## config.mk

```make
export PLATFORM = sky130hd
export DESIGN_NAME = multi_spi_tx
export DESIGN_NICKNAME = d
export VERILOG_FILES = /design/src/rtl/multi_spi_tx.sv
export SDC_FILE = /design/constraint.sdc
export NUM_CORES = 1
export LEC_CHECK = 0
export CAP_MARGIN = 20
export CORE_ASPECT_RATIO = 2
export CORE_MARGIN = 3
export CORE_UTILIZATION = 51
export DETAILED_ROUTE_END_ITERATION = 16
export PLACE_DENSITY = 0.82
export SLEW_MARGIN = 10
export SYNTH_ARGS = -nofsm -noshare
export SYNTH_HDL_FRONTEND = slang
export SYNTH_SLANG_ARGS = --single-unit
```

## constraint.sdc

```tcl
create_clock -name clk -period 2.4 [get_ports clk]
set_clock_uncertainty 0.1 [all_clocks]
set_input_delay 0.48 -clock clk [delete_from_list [all_inputs] [get_ports clk]]
set_output_delay 0.48 -clock clk [all_outputs]
set_load 0.02 [all_outputs]
```

## src/rtl/multi_spi_tx.sv

```systemverilog
`default_nettype none
// ============================================================================
// Module   : multi_spi_tx
// Purpose  : Nibble-wide transmitter for the 4-lane MultiSPI link. Sends a
//            REGSIZE-bit word MSB nibble first over four data lanes with a
//            strobe clock. A 2-bit select tells the far-end receivers which
//            one captures the word.
// Revision : 1.0 - initial release
// ----------------------------------------------------------------------------
// Parameters
//   REGSIZE    word width in bits (multiple of 4, >= 8)
//   DIV        clk cycles per beat (even, >= 2)
// Ports
//   clk        in   clock, all logic on posedge
//   rst        in   asynchronous active-high reset
//   load_valid in   a word is offered on load_data/load_sel
//   load_ready out  block can accept a word (high only in IDLE)
//   load_data  in   word to send
//   load_sel   in   target select, 2'b00 reserved as "no target"
//   abort      in   synchronous cancel of the transfer in progress
//   q          out  data lanes, MSB nibble first
//   sclk       out  strobe, receiver samples q on its rising edge
//   s_out      out  select, holds load_sel while frame=1, otherwise 2'b00
//   frame      out  high while beats are being sent
//   done       out  one-cycle pulse when a transfer completes normally
// Configuration
//   MULTI_SPI_TX_PARITY_EN  when defined, one extra beat carrying the XOR of
//                           all data nibbles is appended to every frame.
// ============================================================================
module multi_spi_tx #(
  parameter int REGSIZE = 32,
  parameter int DIV     = 2
) (
  input  logic               clk,
  input  logic               rst,
  input  logic               load_valid,
  output logic               load_ready,
  input  logic [REGSIZE-1:0] load_data,
  input  logic [1:0]         load_sel,
  input  logic               abort,
  output logic [3:0]         q,
  output logic               sclk,
  output logic [1:0]         s_out,
  output logic               frame,
  output logic               done
);

  localparam int NB = REGSIZE / 4;
`ifdef MULTI_SPI_TX_PARITY_EN
  localparam int NBT = NB + 1;
`else
  localparam int NBT = NB;
`endif
  localparam int CW = $clog2(DIV);
  localparam int BW = $clog2(NBT);

  localparam logic [CW-1:0] C_CYC_LAST  = CW'(DIV - 1);
  localparam logic [CW-1:0] C_CYC_HALF  = CW'(DIV / 2);
  localparam logic [BW-1:0] C_BEAT_LAST = BW'(NBT - 1);
`ifdef MULTI_SPI_TX_PARITY_EN
  localparam logic [BW-1:0] C_BEAT_PAR  = BW'(NB);
`endif

  typedef enum logic [1:0] {
    S_IDLE  = 2'd0,
    S_SHIFT = 2'd1,
    S_GAP   = 2'd2
  } state_t;

  state_t              r_state;
  // Holds the nibbles still to be sent; the first nibble goes straight to q.
  logic [REGSIZE-5:0]  r_shreg;
  logic [CW-1:0]       r_cyc;
  logic [BW-1:0]       r_beat;
  logic [CW-1:0]       w_cyc_nxt;
  logic [BW-1:0]       w_beat_nxt;

  assign w_cyc_nxt  = r_cyc + 1'b1;
  assign w_beat_nxt = r_beat + 1'b1;

`ifdef MULTI_SPI_TX_PARITY_EN
  logic [3:0] r_par;

  function automatic logic [3:0] nib_xor(input logic [REGSIZE-1:0] d);
    logic [3:0] acc;
    acc = 4'h0;
    for (int i = 0; i < NB; i++) begin
      acc = acc ^ d[4*i +: 4];
    end
    return acc;
  endfunction
`endif

  always_ff @(posedge clk or posedge rst) begin
    if (rst) begin
      r_state    <= S_IDLE;
      r_shreg    <= '0;
      r_cyc      <= '0;
      r_beat     <= '0;
      q          <= 4'h0;
      sclk       <= 1'b0;
      s_out      <= 2'b00;
      frame      <= 1'b0;
      done       <= 1'b0;
      load_ready <= 1'b1;
`ifdef MULTI_SPI_TX_PARITY_EN
      r_par      <= 4'h0;
`endif
    end else begin
      case (r_state)
        S_IDLE: begin
          done <= 1'b0;
          // Loads are only possible here, so a simultaneous abort is moot.
          if (load_valid && load_ready) begin
            r_state    <= S_SHIFT;
            load_ready <= 1'b0;
            q          <= load_data[REGSIZE-1 -: 4];
            r_shreg    <= load_data[REGSIZE-5:0];
            s_out      <= load_sel;
            frame      <= 1'b1;
            sclk       <= 1'b0;
            r_cyc      <= '0;
            r_beat     <= '0;
`ifdef MULTI_SPI_TX_PARITY_EN
            r_par      <= nib_xor(load_data);
`endif
          end
        end

        S_SHIFT: begin
          if (abort) begin
            r_state    <= S_IDLE;
            load_ready <= 1'b1;
            q          <= 4'h0;
            sclk       <= 1'b0;
            s_out      <= 2'b00;
            frame      <= 1'b0;
            r_cyc      <= '0;
            r_beat     <= '0;
          end else if (r_cyc == C_CYC_LAST) begin
            // Beat boundary: sclk restarts low and q moves to the next beat.
            r_cyc <= '0;
            sclk  <= 1'b0;
            if (r_beat == C_BEAT_LAST) begin
              r_state <= S_GAP;
              r_beat  <= '0;
              q       <= 4'h0;
              s_out   <= 2'b00;
              frame   <= 1'b0;
              done    <= 1'b1;
            end else begin
              r_beat  <= w_beat_nxt;
              r_shreg <= r_shreg << 4;
`ifdef MULTI_SPI_TX_PARITY_EN
              if (w_beat_nxt == C_BEAT_PAR) begin
                q <= r_par;
              end else begin
                q <= r_shreg[REGSIZE-5 -: 4];
              end
`else
              q <= r_shreg[REGSIZE-5 -: 4];
`endif
            end
          end else begin
            r_cyc <= w_cyc_nxt;
            // Second half of the beat drives the strobe high.
            sclk  <= (w_cyc_nxt >= C_CYC_HALF);
          end
        end

        S_GAP: begin
          done <= 1'b0;
          if (r_cyc == C_CYC_LAST) begin
            r_state    <= S_IDLE;
            load_ready <= 1'b1;
            r_cyc      <= '0;
          end else begin
            r_cyc <= w_cyc_nxt;
          end
        end

        default: begin
          r_state    <= S_IDLE;
          load_ready <= 1'b1;
          q          <= 4'h0;
          sclk       <= 1'b0;
          s_out      <= 2'b00;
          frame      <= 1'b0;
          done       <= 1'b0;
        end
      endcase
    end
  end

endmodule
`default_nettype wire

```

==> results of run 1 <==
[worst paths after layout]
| path | start | to | slack (ns) | cells after the start |
|---|---|---|---|---|
| min in group asynchronous | rst | frame$_DFFE_PP0P_ | 0.53 | 3 |
| max in group asynchronous | rst | load_ready$_DFFE_PP1P_ | 1.30 | 3 |
| worst min register to register | done$_DFFE_PP0P_ | done$_DFFE_PP0P_ | 0.39 | 1 |
| worst max-delay path | r_beat[0]$_DFFE_PP0P_ | r_shreg[26]$_DFFE_PP0P_ | 0.28 | 7 |
| worst min-delay path | done$_DFFE_PP0P_ | done$_DFFE_PP0P_ | 0.39 | 1 |
| worst max register to register | r_beat[0]$_DFFE_PP0P_ | r_shreg[26]$_DFFE_PP0P_ | 0.28 | 7 |
[power groups by stage]
stage	registers, µW	clock network (µW)	logic (µW)
after detailed placement	1310	0	1970
after global routing	1340	604	2160
after CTS	1300	570	1980
after floorplan	1330	0	1400
final	1300	558	1950
after global placement	1290	0	1900
[registers in the layout, summed over array words and instances, names as in the netlist, 2 cells and up]
register,cells
q,4
s_out,2
r_beat,3
r_state,2
r_shreg,28
[cells by family after synthesis]
group | share of synthesized area
buffers and inverters | 0.0557
and+or+nand+nor | 0.120
AOI/OAI and AO/OA | 0.176
adders and majority gates | 0.0331
muxes | 0.129
DFF | 0.486
[area by class of cell]
| class | count | area [µm²] | area share |
|---|---|---|---|
| Inverter | 11 | 41.3 | 0.0141 |
| Clock buffer | 6 | 72.6 | 0.0247 |
| Multi-Input combinational cell | 141 | 1040 | 0.355 |
| Tap cell | 52 | 65.1 | 0.0222 |
| Clock inverter | 2 | 35.0 | 0.0119 |
| Timing Repair Buffer | 58 | 578 | 0.197 |
| Sequential cell | 44 | 1100 | 0.376 |
[synthesized netlist by cell type, types with 2 or more instances]
master    count
clkbuf_1      2
ha_1          6
inv_1        11
nor2b_1       2
a21oi_1       6
nor2_1       33
buf_4         4
dfrtp_1      43
buf_6         3
a21oi_2      22
a22oi_1       4
nand2_1       8
o21ai_0       9
buf_2         2
nand3b_1      4
mux2i_1      27
[routing by layer]
metal / share of wire / wire length [µm] / vias to the layer above / track usage
met4: 0.016 / 75 / 0 / 0.0630
met3: 0.038 / 176 / 9 / 0.0416
met5: 0 / 0 / - / 0
li1: - / - / 820 / -
met1: 0.37 / 1690 / 807 / 0.216
met2: 0.58 / 2690 / 44 / 0.363
[per-stage QoR]
stage	total power, µW	area, µm²	hold WS (ns)	instances	setup WS, ns
4_1_cts	3850	2940	0.399	314	0.258
5_1_grt	4110	2940	0.432	314	0.157
6_report	3810	2940	0.394	314	0.278
2_1_floorplan	2730	2270	0.354	208	0.440
3_3_place_gp	3200	2830	0.366	306	0.233
3_5_place_dp	3280	2830	0.375	306	0.175
[cells in the final DEF (no fill, tap or decap), types with 2 or more instances in the layout]
cell type | netlist | final
dfrtp_1 | 43 | 43
buf_4 | 4 | 9
a22oi_1 | 4 | 4
nor2b_1 | 2 | 2
buf_12 | 0 | 2
clkbuf_8 | 0 | 5
nand3b_1 | 4 | 4
o21ai_0 | 9 | 9
mux2i_1 | 27 | 27
nand2_1 | 8 | 8
nor2_1 | 33 | 33
clkdlybuf4s50_1 | 0 | 47
ha_1 | 6 | 5
inv_1 | 11 | 10
a21oi_1 | 6 | 6
a21oi_2 | 22 | 22
==> reports/metrics.yaml, run 1 <==
pwr:
  p_sw_uw: 1490
  clkPwrFrac: 0.146
  ir_worst_vdd_uv: 754
  switching_share: 0.390
  seqPwrFrac: 0.341
  p_int_uw: 2320
  leakage_uw: 0.00128
  power.density_mw_per_mm2: 1300
  comb_power_share: 0.513
clocking:
  cts_tree: "yes"
  cts_max_level: 2
  cts_hold_buf: 0
  cts_made_buffers: 5
  clk_latency_ns: 0.29
  clockBufferDepth: 2
  clkTransAtPathRegs_ns: 0.09
  ctsResizeCount: 0
  clockRootBuffer: "clkbuf_8"
  cts_sinks: 44
  cts_setup_buffers: 0
global_route:
  grt_max_degree: 45
  grt_first_pass_wirelength_mm: 7.89
  antenna_found_initial: 0
  grt_usage: 0.198
  grt-ovfl-total: 0
  grt_pass1_vias: 1752
yosys:
  ys_ff_latch: 44
  synthCells: 208
  synth_top_area_frac: 0.475
  syn_nets: 252
  yosys_warnings: 0
  syn_area_per_cell_um2: 10.9
  yosys.area.top_type: "dfrtp_1"
  ys_seq_area_frac: 0.486
  synth_flop_cell: "dfrtp_1"
  syn_area_mm2: 0.00227
  synth_edf_count: 0
  ys_top_cells_by_area: "dfrtp_1 47%, mux2i_1 12%, a21oi_2 8.5%"
  async_flop_share: 1.00
  ys_types: 38
timing:
  fin_crit_ns: 2.12
  setup_viol_count_final: 0
  worstMarginPinSlew_ns: 0.539
  tns_ns: 0
  maxSlewViolCount: 0
  slew_headroom: 0.641
  hold_viol: 0
  rsz0062_at_grt: "false"
  fmax_ghz: 0.471
  finalCritPeriodShare: 0.884
finish:
  diodes: 0
  nets: 305
  final_util: 0.697
  final_layout_size_suffix_gt1_frac: 0.187
  fillCellCount: 347
  syn2layout_area_growth_pct: 29.5
place:
  io_buffer_count: 47
  dp_hpwl_mm: 3.46
  place_congestion: 0.791
drt:
  ant_nets: 0
  wl_per_cell_um: 14.7
  drc: 0
  vias: 1680
  routed_wl_mm: 4.63
  drtIter0Drc: 36
  firstDrtPassIters: 4
  vias_per_cell: 5.35
setup_path:
  required_ns: 2.53
  critical_path.max_fanout: 32
  path_common_cell: "ha_1"
  worstSetupPathType: "flip-flop to flip-flop"
  timing.critical_path.buf_inv: 1
  end_kind: "flip-flop"
  timing.critical_path.arrival_ns: 2.25
  crit_chain: "ha_1, ha_1, or3b_1, a2bb2oi_4, buf_12, nor2_1, a21oi_1"
  critPathTopFamily: "simple AND/OR/NAND/NOR gates"
  cpMaxStageDelayCell: "or3b_1"
  critPathMaxStageDelay_ns: 0.44
  start_kind: "flip-flop"
flow_run:
  drv_cap: 0
die:
  die_y_um: 100
  die_w_um: 53.1
  io_pins: 48
  start_util: 0.538
  die-area_mm2: 0.00533
  num_rows: 33
  coreArea_mm2: 0.00421
run_status:
  outcome: "completed"
hold_path:
  hold_class: "flip-flop to flip-flop"
No activity file was read; power rests on OpenSTA's default activity.
==> inputs of run 2 (changes only) <==
--- a/config.mk
+++ b/config.mk
@@ -7,10 +7,11 @@
 export LEC_CHECK = 0
 export CAP_MARGIN = 20
 export CORE_ASPECT_RATIO = 2
-export CORE_MARGIN = 3
+export CORE_MARGIN = 5
 export CORE_UTILIZATION = 51
 export DETAILED_ROUTE_END_ITERATION = 16
 export PLACE_DENSITY = 0.82
+export SKIP_CTS_REPAIR_TIMING = 1
 export SLEW_MARGIN = 10
 export SYNTH_ARGS = -nofsm -noshare
 export SYNTH_HDL_FRONTEND = slang
==> run 2 against run 1 <==
Compared with the run above:
- critical path depth stayed put
- worst setup slack worse by 0.058 ns
- hold slack better by 0.0039 ns
- maximum frequency is 2.7% lower
- critical path type unchanged
==> reports/metrics.yaml, run 2 (synthesis gave the netlist of run 1 again) <==
timing:
  rsz0062_at_grt: "false"  # unchanged
  slew_headroom: 0.679  # was 0.641
  tns_ns: 0  # unchanged
  fin_crit_ns: 2.18  # was 2.12 ns
  hold_viol: 0  # unchanged
  fmax_ghz: 0.459  # was 0.471 GHz
  finalCritPeriodShare: 0.908  # was 0.884
  maxSlewViolCount: 0  # unchanged
  setup_viol_count_final: 0  # unchanged
  worstMarginPinSlew_ns: 0.480  # was 0.539 ns
pwr:
  p_int_uw: 2210  # was 2320 µW
  seqPwrFrac: 0.355  # was 0.341
  p_sw_uw: 1470  # was 1490 µW
  power.density_mw_per_mm2: 1260  # was 1300 mW/mm²
  leakage_uw: 0.00127  # was 0.00128 µW
  comb_power_share: 0.523  # was 0.513
  ir_worst_vdd_uv: 766  # was 754 µV
  switching_share: 0.400  # was 0.390
  clkPwrFrac: 0.122  # was 0.146
setup_path:
  rr_worst_depth: 7  # unchanged
  end_kind: "flip-flop"  # unchanged
  timing.critical_path.arrival_ns: 2.32  # was 2.25 ns
  r2r-end: "r_beat[0]$_DFFE_PP0P_"  # was r_shreg[26]$_DFFE_PP0P_
  critical_path.max_fanout: 13  # was 32
  worstSetupPathType: "flip-flop to flip-flop"  # unchanged
  required_ns: 2.54  # was 2.53 ns
  r2r-start: "r_state[1]$_DFFE_PP0P_"  # was r_beat[0]$_DFFE_PP0P_
  start_kind: "flip-flop"  # unchanged
  worst-r2r-setup-slack_ns: 0.22  # was 0.28 ns
finish:
  nets: 303  # was 305
  fillCellCount: 372  # was 347
  largest_reg_flops: 28  # unchanged
  largest_registers: "r_shreg: 28 flops, q: 4 flops, r_beat: 3 flops"  # unchanged
  final_cell_area_mm2: 0.00291  # was 0.00294 mm²
  mostFrequentLayoutCells: "47 x clkdlybuf4s50_1, 43 x dfrtp_1, 33 x nor2_1, 27 x mux2i_1, 22 x a21oi_2"  # unchanged
  final_common_cell: "clkdlybuf4s50_1"  # unchanged
  final_util: 0.670  # was 0.697
  final_layout_size_suffix_gt1_frac: 0.177  # was 0.187
  syn2layout_area_growth_pct: 28.3  # was 29.5%
  top_register: "r_shreg"  # unchanged
  diodes: 0  # unchanged
run_status:
  outcome: "completed"  # unchanged
die:
  die-area_mm2: 0.00596  # was 0.00533 mm²
  die_y_um: 104  # was 100 µm
  num_rows: 34  # was 33
  die_w_um: 57.1  # was 53.1 µm
  coreArea_mm2: 0.00434  # was 0.00421 mm²
  io_pins: 48  # unchanged
  start_util: 0.522  # was 0.538
global_route:
  grt_max_degree: 29  # was 45
  grt_first_pass_wirelength_mm: 8.11  # was 7.89 mm
  grt-ovfl-total: 0  # unchanged
  grt_pass1_vias: 1758  # was 1752
  antenna_found_initial: 0  # unchanged
  grt_usage: 0.170  # was 0.198
drt:
  drtIter0Drc: 29  # was 36
  vias_per_cell: 5.32  # was 5.35
  ant_nets: 0  # unchanged
  routed_wl_mm: 4.64  # was 4.63 mm
  drc: 0  # unchanged
  wl_per_cell_um: 14.8  # was 14.7 µm
  firstDrtPassIters: 4  # unchanged
  vias: 1671  # was 1680
clocking:
  clkTransAtPathRegs_ns: 0.08  # was 0.09 ns
  cts_made_buffers: 5  # unchanged
  clockRootBuffer: "clkbuf_8"  # unchanged
  clockBufferDepth: 2  # unchanged
  cts_max_level: 2  # unchanged
  cts_tree: "yes"  # unchanged
  cts_sinks: 44  # unchanged
  clk_latency_ns: 0.30  # was 0.29 ns
place:
  place_congestion: 0.804  # was 0.791
  io_buffer_count: 47  # unchanged
  dp_hpwl_mm: 3.63  # was 3.46 mm
  dpl_cell_area_mm2: 0.00283  # unchanged
hold_path:
  hold_class: "flip-flop to flip-flop"  # unchanged
  holdPathStages: 1  # unchanged
  min-delay-start: "done$_DFFE_PP0P_"  # unchanged
  min_to: "done$_DFFE_PP0P_"  # unchanged
flow_run:
  drv_cap: 0  # unchanged
==> run 2: power by group through the flow <==
stage / Sequential [µW] / Combinational [µW] / Clock (µW)
floorplan: 1330 / 1400 / 0
global placement: 1300 / 1890 / 0
detailed placement: 1320 / 1950 / 0
CTS: 1310 / 1950 / 460
global route: 1350 / 2130 / 496
finish: 1310 / 1920 / 449
==> run 2: worst max path at each step <==
stage               depth (start not counted)  slack [ns]                    from                       to
finish                                      7        0.22  r_state[1]$_DFFE_PP0P_    r_beat[0]$_DFFE_PP0P_
global route                                7        0.01  r_state[1]$_DFFE_PP0P_    r_beat[0]$_DFFE_PP0P_
CTS                                         7        0.19  r_state[1]$_DFFE_PP0P_    r_beat[0]$_DFFE_PP0P_
detailed placement                          6        0.21                   abort  r_shreg[25]$_DFFE_PP0P_
global placement                            6        0.24                   abort  r_shreg[26]$_DFFE_PP0P_
floorplan                                   7        0.44  r_state[1]$_DFFE_PP0P_        frame$_DFFE_PP0P_
==> run 2: final cells by class <==
cell class | instances | area [µm²] | area share
clock inverter | 1 | 5.00 | 0.00172
clock buffer | 7 | 76.3 | 0.0262
timing repair buffer | 56 | 576 | 0.198
sequential | 44 | 1100 | 0.379
multi-input combinational | 141 | 1040 | 0.358
tap | 54 | 67.6 | 0.0232
inverter | 11 | 41.3 | 0.0142
==> run 2: critical path, cell delays in order (launching register included) <==
cell and delay (ns):
dfrtp_1 0.41, inv_1 0.13, ha_1 0.45, and3_1 0.32, buf_4 0.18, o22ai_1 0.16, nor4_1 0.25, a21o_1 0.12
==> run 2: routing by layer <==
layer / GRT usage / wire [µm] / share of wire
met4: 0.0663 / 97 / 0.021
met3: 0.0273 / 156 / 0.034
met2: 0.318 / 2700 / 0.58
met1: 0.182 / 1690 / 0.36
met5: 0 / 0 / 0
==> run 2: metrics by stage <==
| stage | hold WS (ns) | setup WS [ns] | power [µW] | cells |
|---|---|---|---|---|
| after CTS | 0.405 | 0.191 | 3720 | 314 |
| after global placement | 0.369 | 0.244 | 3190 | 306 |
| after detailed placement | 0.385 | 0.207 | 3270 | 306 |
| after global routing | 0.430 | 0.0117 | 3970 | 314 |
| final | 0.398 | 0.220 | 3680 | 314 |
| after floorplan | 0.354 | 0.440 | 2730 | 208 |
